## src/rtl/keccak_load_stage.sv

```systemverilog
// SHA-3/SHAKE input stage: takes a header plus a word-stream message and
// emits rate-sized, suffix- and pad10*1-padded blocks over valid/ready.
module keccak_load_stage #(
  parameter int W        = 64,
  parameter int MAX_RATE = 1344
) (
  input  logic                clk,
  input  logic                rst,
  input  logic                in_valid,
  output logic                in_ready,
  input  logic [W-1:0]        in_data,
  output logic                blk_valid,
  input  logic                blk_ready,
  output logic [MAX_RATE-1:0] blk_data,
  output logic                blk_last,
  output logic [2:0]          mode,
  output logic [27:0]         out_size,
  output logic                hdr_err
);
  localparam int unsigned BPW = W / 8;
  localparam int NW = MAX_RATE / W;
  localparam int IW = (NW > 1) ? $clog2(NW) : 1;

  typedef enum logic [2:0] {HDR0, HDR1, ABSORB, PAD, EMIT} state_t;
  localparam state_t HDR_FIRST = (W == 32) ? HDR0 : HDR1;

  state_t              state, state_nxt;
  logic [31:0]         rem_bytes;
  logic [IW-1:0]       widx, last_idx;
  logic [MAX_RATE-1:0] blk_buf;
  logic                sfx_done, last_blk;
  logic [2:0]          mode_r;
  logic [27:0]         out_size_r;
  logic                hdr_err_r;
  logic [W-1:0]        word;
  logic                sfx_here;
  logic [7:0]          sfx;
  logic                accept, wr, hs, msg_end, len_zero;

  function automatic logic [10:0] rate_bits(input logic [2:0] m);
    case (m)
      3'd0:    rate_bits = 11'd1152;
      3'd1:    rate_bits = 11'd1088;
      3'd2:    rate_bits = 11'd832;
      3'd3:    rate_bits = 11'd576;
      3'd5:    rate_bits = 11'd1088;
      default: rate_bits = 11'd1344;
    endcase
  endfunction

  assign last_idx = IW'(32'(rate_bits(mode_r)) / 32'(W) - 32'd1);
  assign sfx      = (mode_r <= 3'd3) ? 8'h06 : 8'h1F;
  assign accept   = in_valid && in_ready;
  assign hs       = blk_valid && blk_ready;
  assign wr       = (state == ABSORB && accept) || (state == PAD);
  assign msg_end  = rem_bytes <= 32'(BPW);
  assign len_zero = (W == 64) ? (in_data[31:3] == '0) : (rem_bytes == '0);

  always_ff @(posedge clk) begin
    if (rst) state <= HDR_FIRST;
    else     state <= state_nxt;
  end

  always_comb begin
    state_nxt = state;
    case (state)
      HDR0:   if (accept) state_nxt = HDR1;
      HDR1:   if (accept) state_nxt = len_zero ? PAD : ABSORB;
      ABSORB: if (accept) begin
        if (widx == last_idx) state_nxt = EMIT;
        else if (msg_end)     state_nxt = PAD;
      end
      PAD:    if (widx == last_idx) state_nxt = EMIT;
      EMIT:   if (blk_ready) begin
        if (last_blk)              state_nxt = HDR_FIRST;
        else if (rem_bytes != '0)  state_nxt = ABSORB;
        else                       state_nxt = PAD;
      end
      default: state_nxt = HDR_FIRST;
    endcase
  end

  always_comb begin
    in_ready  = 1'b0;
    blk_valid = 1'b0;
    if (!rst) begin
      in_ready  = (state == HDR0) || (state == HDR1) || (state == ABSORB);
      blk_valid = (state == EMIT);
    end
    blk_last = blk_valid && last_blk;
    blk_data = rst ? '0 : blk_buf;
    mode     = rst ? '0 : mode_r;
    out_size = rst ? '0 : out_size_r;
    hdr_err  = rst ? 1'b0 : hdr_err_r;
  end

  // Byte k < rem is message, byte k == rem carries the suffix once; in PAD
  // rem is 0 so the suffix lands in byte 0 if the message ended word-aligned.
  always_comb begin
    word     = '0;
    sfx_here = 1'b0;
    for (int unsigned k = 0; k < BPW; k++) begin
      if (state == ABSORB && k < rem_bytes) begin
        word[8*k +: 8] = in_data[W-1-8*k -: 8];
      end else if (!sfx_done && k == rem_bytes) begin
        word[8*k +: 8] = sfx;
        sfx_here       = 1'b1;
      end
    end
    if (widx == last_idx && (sfx_done || sfx_here))
      word[W-1 -: 8] = word[W-1 -: 8] | 8'h80;
  end

  always_ff @(posedge clk) begin
    if (rst) begin
      rem_bytes  <= '0;
      widx       <= '0;
      blk_buf    <= '0;
      sfx_done   <= 1'b0;
      last_blk   <= 1'b0;
      mode_r     <= '0;
      out_size_r <= '0;
      hdr_err_r  <= 1'b0;
    end else begin
      if (accept && ((W == 32 && state == HDR0) || (W == 64 && state == HDR1)))
        rem_bytes <= {3'b000, in_data[31:3]};
      if (accept && state == HDR1) begin
        mode_r     <= in_data[W-1 -: 3];
        out_size_r <= in_data[W-5 -: 28];
        hdr_err_r  <= (in_data[W-1 -: 2] == 2'b11);
        sfx_done   <= 1'b0;
        last_blk   <= 1'b0;
        widx       <= '0;
      end
      if (wr) begin
        blk_buf[widx*W +: W] <= word;
        if (sfx_here) sfx_done <= 1'b1;
        if (widx == last_idx) last_blk <= sfx_done || sfx_here;
        else                  widx <= widx + IW'(1);
        if (state == ABSORB) rem_bytes <= msg_end ? '0 : rem_bytes - 32'(BPW);
      end
      if (hs) begin
        widx    <= '0;
        blk_buf <= '0;
      end
    end
  end

endmodule

```

## config.mk

```make
export PLATFORM = sky130hd
export DESIGN_NAME = keccak_load_stage
export DESIGN_NICKNAME = d
export VERILOG_FILES = /design/src/rtl/keccak_load_stage.sv
export SDC_FILE = /design/constraint.sdc
export NUM_CORES = 2
export LEC_CHECK = 0
export BUFFER_PORTS_ARGS = -buffer_cell sky130_fd_sc_hd__buf_2
export CORE_AREA = 2 2 565 567
export CTS_CLUSTER_SIZE = 8
export DETAILED_ROUTE_END_ITERATION = 8
export DIE_AREA = 0 0 567 569
export SLEW_MARGIN = 5
export SYNTH_ARGS = -nofsm -noshare
export SYNTH_HDL_FRONTEND = slang
export SYNTH_SLANG_ARGS = --single-unit
```

## constraint.sdc

```tcl
create_clock -name clk -period 4.4 [get_ports clk]
set_clock_uncertainty 0.2 [all_clocks]
set_input_delay 0.44 -clock clk [delete_from_list [all_inputs] [get_ports clk]]
set_output_delay 0.44 -clock clk [all_outputs]
set_load 0.03 [all_outputs]
```

==> After elaboration in Yosys (flattened, before gate mapping) <==
Index checks and enable logic that the tools add are counted.
{ "classes": {"add_sub_neg": 4, "mul": 0, "div": 0, "magnitude_cmp": 10, "eq_ne": 23, "n_shift": 2, "muxes": 66, "bitwise_logic": 0, "n_reduce_logical": 35} }
{ "op_table": {"columns": ["operator", "n"], "rows": [
  ["bitwise mux 1344 bit", 1],
  ["two-way mux 1344 bit", 1],
  ["variable shift 64 x 34 -> 1344 bit (first input constant)", 1],
  ["variable part select 64 x 34 -> 1344 bit", 1],
  ["== test 3 x 32 -> 1 bit (first input constant)", 4],
  ["< comparator 3 x 32 -> 1 bit (first input constant)", 4],
  ["two-way mux 32 bit", 4],
  ["two-way mux 8 bit", 9],
  ["== test 2 x 32 -> 1 bit (first input constant)", 2],
  ["< comparator 1 x 32 -> 1 bit (first input constant)", 2],
  ["< comparator 2 x 32 -> 1 bit (first input constant)", 2],
  ["two-way mux 5 bit", 12],
  ["case mux 11 bit (4 select lines)", 1],
  ["negator 11 -> 34 bit", 1],
  ["== test 1 x 32 -> 1 bit (first input constant)", 1],
  ["less-or-equal comparator 32 x 4 -> 1 bit (second input constant)", 1],
  ["zero test 32 bit", 1],
  ["nonzero test 32 bit", 1],
  ["subtractor 32 x 4 -> 32 bit (second input constant)", 1],
  ["zero test 29 bit", 1],
  ["two-way mux 28 bit", 1],
  ["two-way mux 1 bit", 27],
  ["two-way mux 3 bit", 8],
  ["logical AND 1 bit", 22],
  ["other kinds (18)", 31]
]} }
{ "word_totals": {"ff_bits": 1418, "latchBits": 0, "ramBits": 0, "mem_bits_ro": 0, "inputBits": 68, "elab_cells": 149, "memories": 0} }

==> Logic depth before layout (Yosys ltp) <==
{ "logic_depth": {"word_depth": 23, "ltp_mapped": 15, "mapped_depth_nobuf": 10} }

==> Least setup slack after synthesis <==
Ideal clock, no wire load.
{ "synth_path": {"kind": "register to register", "start": "reg widx[0]", "end": "reg blk_buf[424]", "setup_ps": 128, "t_arrival_ps": 3407, "required_ps": 4072, "slack_ps": 664, "stages_incl_launch_ff": 14, "period_less_slack_ps": 3736, "cell_sequence": "dfxtp_1 -> clkbuf_1 -> inv_1 -> ha_1 -> clkbuf_1 -> nor3b_1 -> ha_1 -> o211ai_1 -> clkbuf_1 -> or3_1 -> nor2_1 -> clkbuf_1 -> clkbuf_1 -> a21oi_1"} }
{ "synth_via": {"elab_chain_cells": 5, "word_cells_on_any_way": 7, "classes_between": "add/sub: 1; eq/ne: 1; shift: 2; mux: 2; reduce/logical: 1"} }
{ "synth_lines": {"columns": ["element", "line", "text"], "rows": [
  ["start, declared", "29", "logic [IW-1:0] widx, last_idx;"],
  ["start signal, assigned", "139", "else widx <= widx + IW'(1);"],
  ["branches (longest 4 deep; another with negator 11 -> 34 bit)", null, null],
  ["bitwise mux 1344 bit (*)", "136", "blk_buf[widx*W +: W] <= word;"],
  ["end signal, assigned by index", "136", null],
  ["end, declared", "30", "logic [MAX_RATE-1:0] blk_buf;"]
]} }
Mark *: on every way between the ends.
A chain may end at the register's enable or synchronous reset.

==> Final worst setup path <==
{ "layout_path": {"start": "reg widx[1]", "end": "reg blk_buf[789]"} }
Same word-level chain as after synthesis.

==> metrics.cfg <==
[pwr]
pwr_density_cell_nw_per_um2 = 405
power_leakage_nw = 32.0
power_mw = 31.9
ir_drop_v = 0.000330

[floorplan]
initial_utilization_pct = 18.4
core-area_um2 = 317000
io_pins = 1447
die_area_um2 = 323000
num_rows = 207
die_w_um = 567
die_h_um = 569

[sta]
hold_slack_ps = 191
drv_slew = 0
setup_viol = 0
fin_tns_setup_ps = 0
slew_headroom_pct = 21.0
fin_crit_ps = 4110
fmax_mhz = 243
hold_violations = 0
grt_setup_unrepaired = no
fin_crit_sh_pct = 93.4
tightest_slew_ps = 1180

[synth]
avgSynthCellArea_um2 = 8.22
yosys.area.top_type = dfxtp_1
async_flop_share_pct = 0
yosysMostFrequentCell = dfxtp_1
ys_ff_latch = 1418
synth_common_cells = dfxtp_1, nor2b_1, a21oi_1
syn_nets = 7184
yosysWarnings = 0
synthTopCellsByArea = dfxtp_1, nor2b_1, a21oi_1
yosysUniqueCellTypes = 79
synth-main-ff-cell = dfxtp_1
syn_area_um2 = 58400
synth_edf_count = 0
synth_cells = 7109
synth_top_area_share_pct = 48.6
ys_seq_area_share_pct = 48.6

[critical_path]
end_kind = register
worstPathRequired_ps = 4960
worst-r2r-cell-count = 10
setup.worst_path.start = widx[1]
crit_type = reg2reg
endpoint = blk_buf[789]
r2r_slack_ps = 290
cp-start-kind = register
reg2reg_from = widx[1]
cp_max_fo = 78
crit_arrival_ps = 4670
r2r-end = blk_buf[789]

[clocking]
cts_tree = built
cts.sinks = 1418
root_buffer = clkbuf_16
cts_buffer_depth = 4
clk_latency_ps = 910
clk_pin_slew_ps = 50
cts_max_level = 4
numCtsBuffers = 205

[detailed_routing]
drt_pass1_iterations = 6
drt_iter0_drc = 7218
ant_nets = 1
wl_per_cell_um = 30.1
drc = 0
wl_um = 383000
vias_per_cell = 4.77
vias = 60700

[global_routing]
grt.total_usage_pct = 22.4
overflow = 0
grt_max_degree = 215
antenna_found_initial = 107
grt_pass1_wl_um = 493000
grt_pass1_vias = 54600

[run_status]
outcome = finished, violations left
violations = antenna violations

[place]
hpwl_um = 266000
io_buffers = 1446
place.gp.congestion = 0.919

[flow_run]
maxCapViolCount = 0

[finish]
area_growth_pct = 34.8
layout-drive-gt1-share_pct = 25.4
post-route-util_pct = 24.9
nets = 8483

[hold_path]
hold_class = in2reg
hold_start = in_data[46]

==> cell type report <==
class,instances,area [µm²]
well taps,4180,5230
diodes,98,245
flip-flops and latches,1418,28400
clock buffers,219,5290
fillers,34700,238000
repair buffers,1814,11100
clock inverters,19,272
multi-input cells,4937,28100
inverters,32,120
==> worst min path at each step <==
stage	to	slack (ps)	cells after the start
floorplan	blk_buf[848]	220	2
global placement	blk_buf[343]	230	2
detailed placement	blk_buf[129]	230	2
CTS	out_size_r[14]	110	4
global route	blk_buf[918]	190	3
finish	out_size_r[14]	190	4
==> sequential cells by signal, indices dropped and copies added, names as in the netlist <==
signal      cells
blk_buf      1344
hdr_err_r       1
mode_r          3
sfx_done        1
out_size_r     28
last_blk        1
widx            5
state           3
rem_bytes      32
==> layer usage <==
layer  vias to the layer above  GRT usage, %  routed length [µm]
met5                         -             0                 135
met4                        20          16.1               27100
met2                      4077          33.7              166000
met1                     28900          27.9              154000
met3                      1006          5.74               35900
li1                      26700             -                   -
==> critical path, cell delays in order, from the launching register on <==
cell and delay (ps):
dfxtp_1 490, inv_1 100, ha_1 200, nor3b_1 150, ha_1 390, o211ai_1 240, or3_2 830, nor3_2 320
buf_12 300, nand2_1 340, o22ai_1 260
==> stage by stage <==
stage | cell area, µm² | std cells | worst slack, ps
after floorplan | 58400 | 7109 | 664
after global placement | 72200 | 12300 | 170
after detailed placement | 72200 | 12300 | 159
after CTS | 78500 | 12600 | 0.616
after global routing | 78500 | 12600 | 67.6
final | 78800 | 12700 | 289
==> cells by family (layout without fill, tap and decap cells) <==
family	after synthesis	in the layout	share of synthesized area [%]
simple gates	2725	2725	24.9
flops	1418	1418	48.6
other cells	0	98	0
fa+ha+maj	7	7	0.150
xor+xnor	20	20	0.300
compound gates	2159	2159	20.6
buf+inv	754	2084	5.08
mux	26	26	0.452
==> power breakdown <==
part / leakage, nW / switching, mW / total [mW] / internal [mW]
Clock: 2.72 / 6.07 / 14.6 / 8.50
Combinational: 17.9 / 3.29 / 4.20 / 0.905
Sequential: 11.4 / 0.125 / 13.1 / 13.0
==> placed cells by master, fill, tap and decap left out, types with 79 or more instances in the layout <==
| cell | count |
|---|---|
| buf_2 | 1445 |
| dfxtp_1 | 1418 |
| nor2b_1 | 1384 |
| o21ai_0 | 859 |
| a21oi_1 | 850 |
| nand2_1 | 790 |
| nand3_1 | 221 |
| buf_4 | 219 |
| clkbuf_16 | 208 |
| nor2_1 | 130 |
| diode_2 | 98 |
| o22ai_1 | 79 |
==> repair_timing <==
action / 4_1_cts / 5_1_grt
hold endpoints to repair: 143 / 0
hold buffers: 73 / 0
resized for setup: 0 / 1
buffers inserted: 0 / 3
endpoints found under the setup margin: 0 / 29
(Power assumes the default switching activity.)
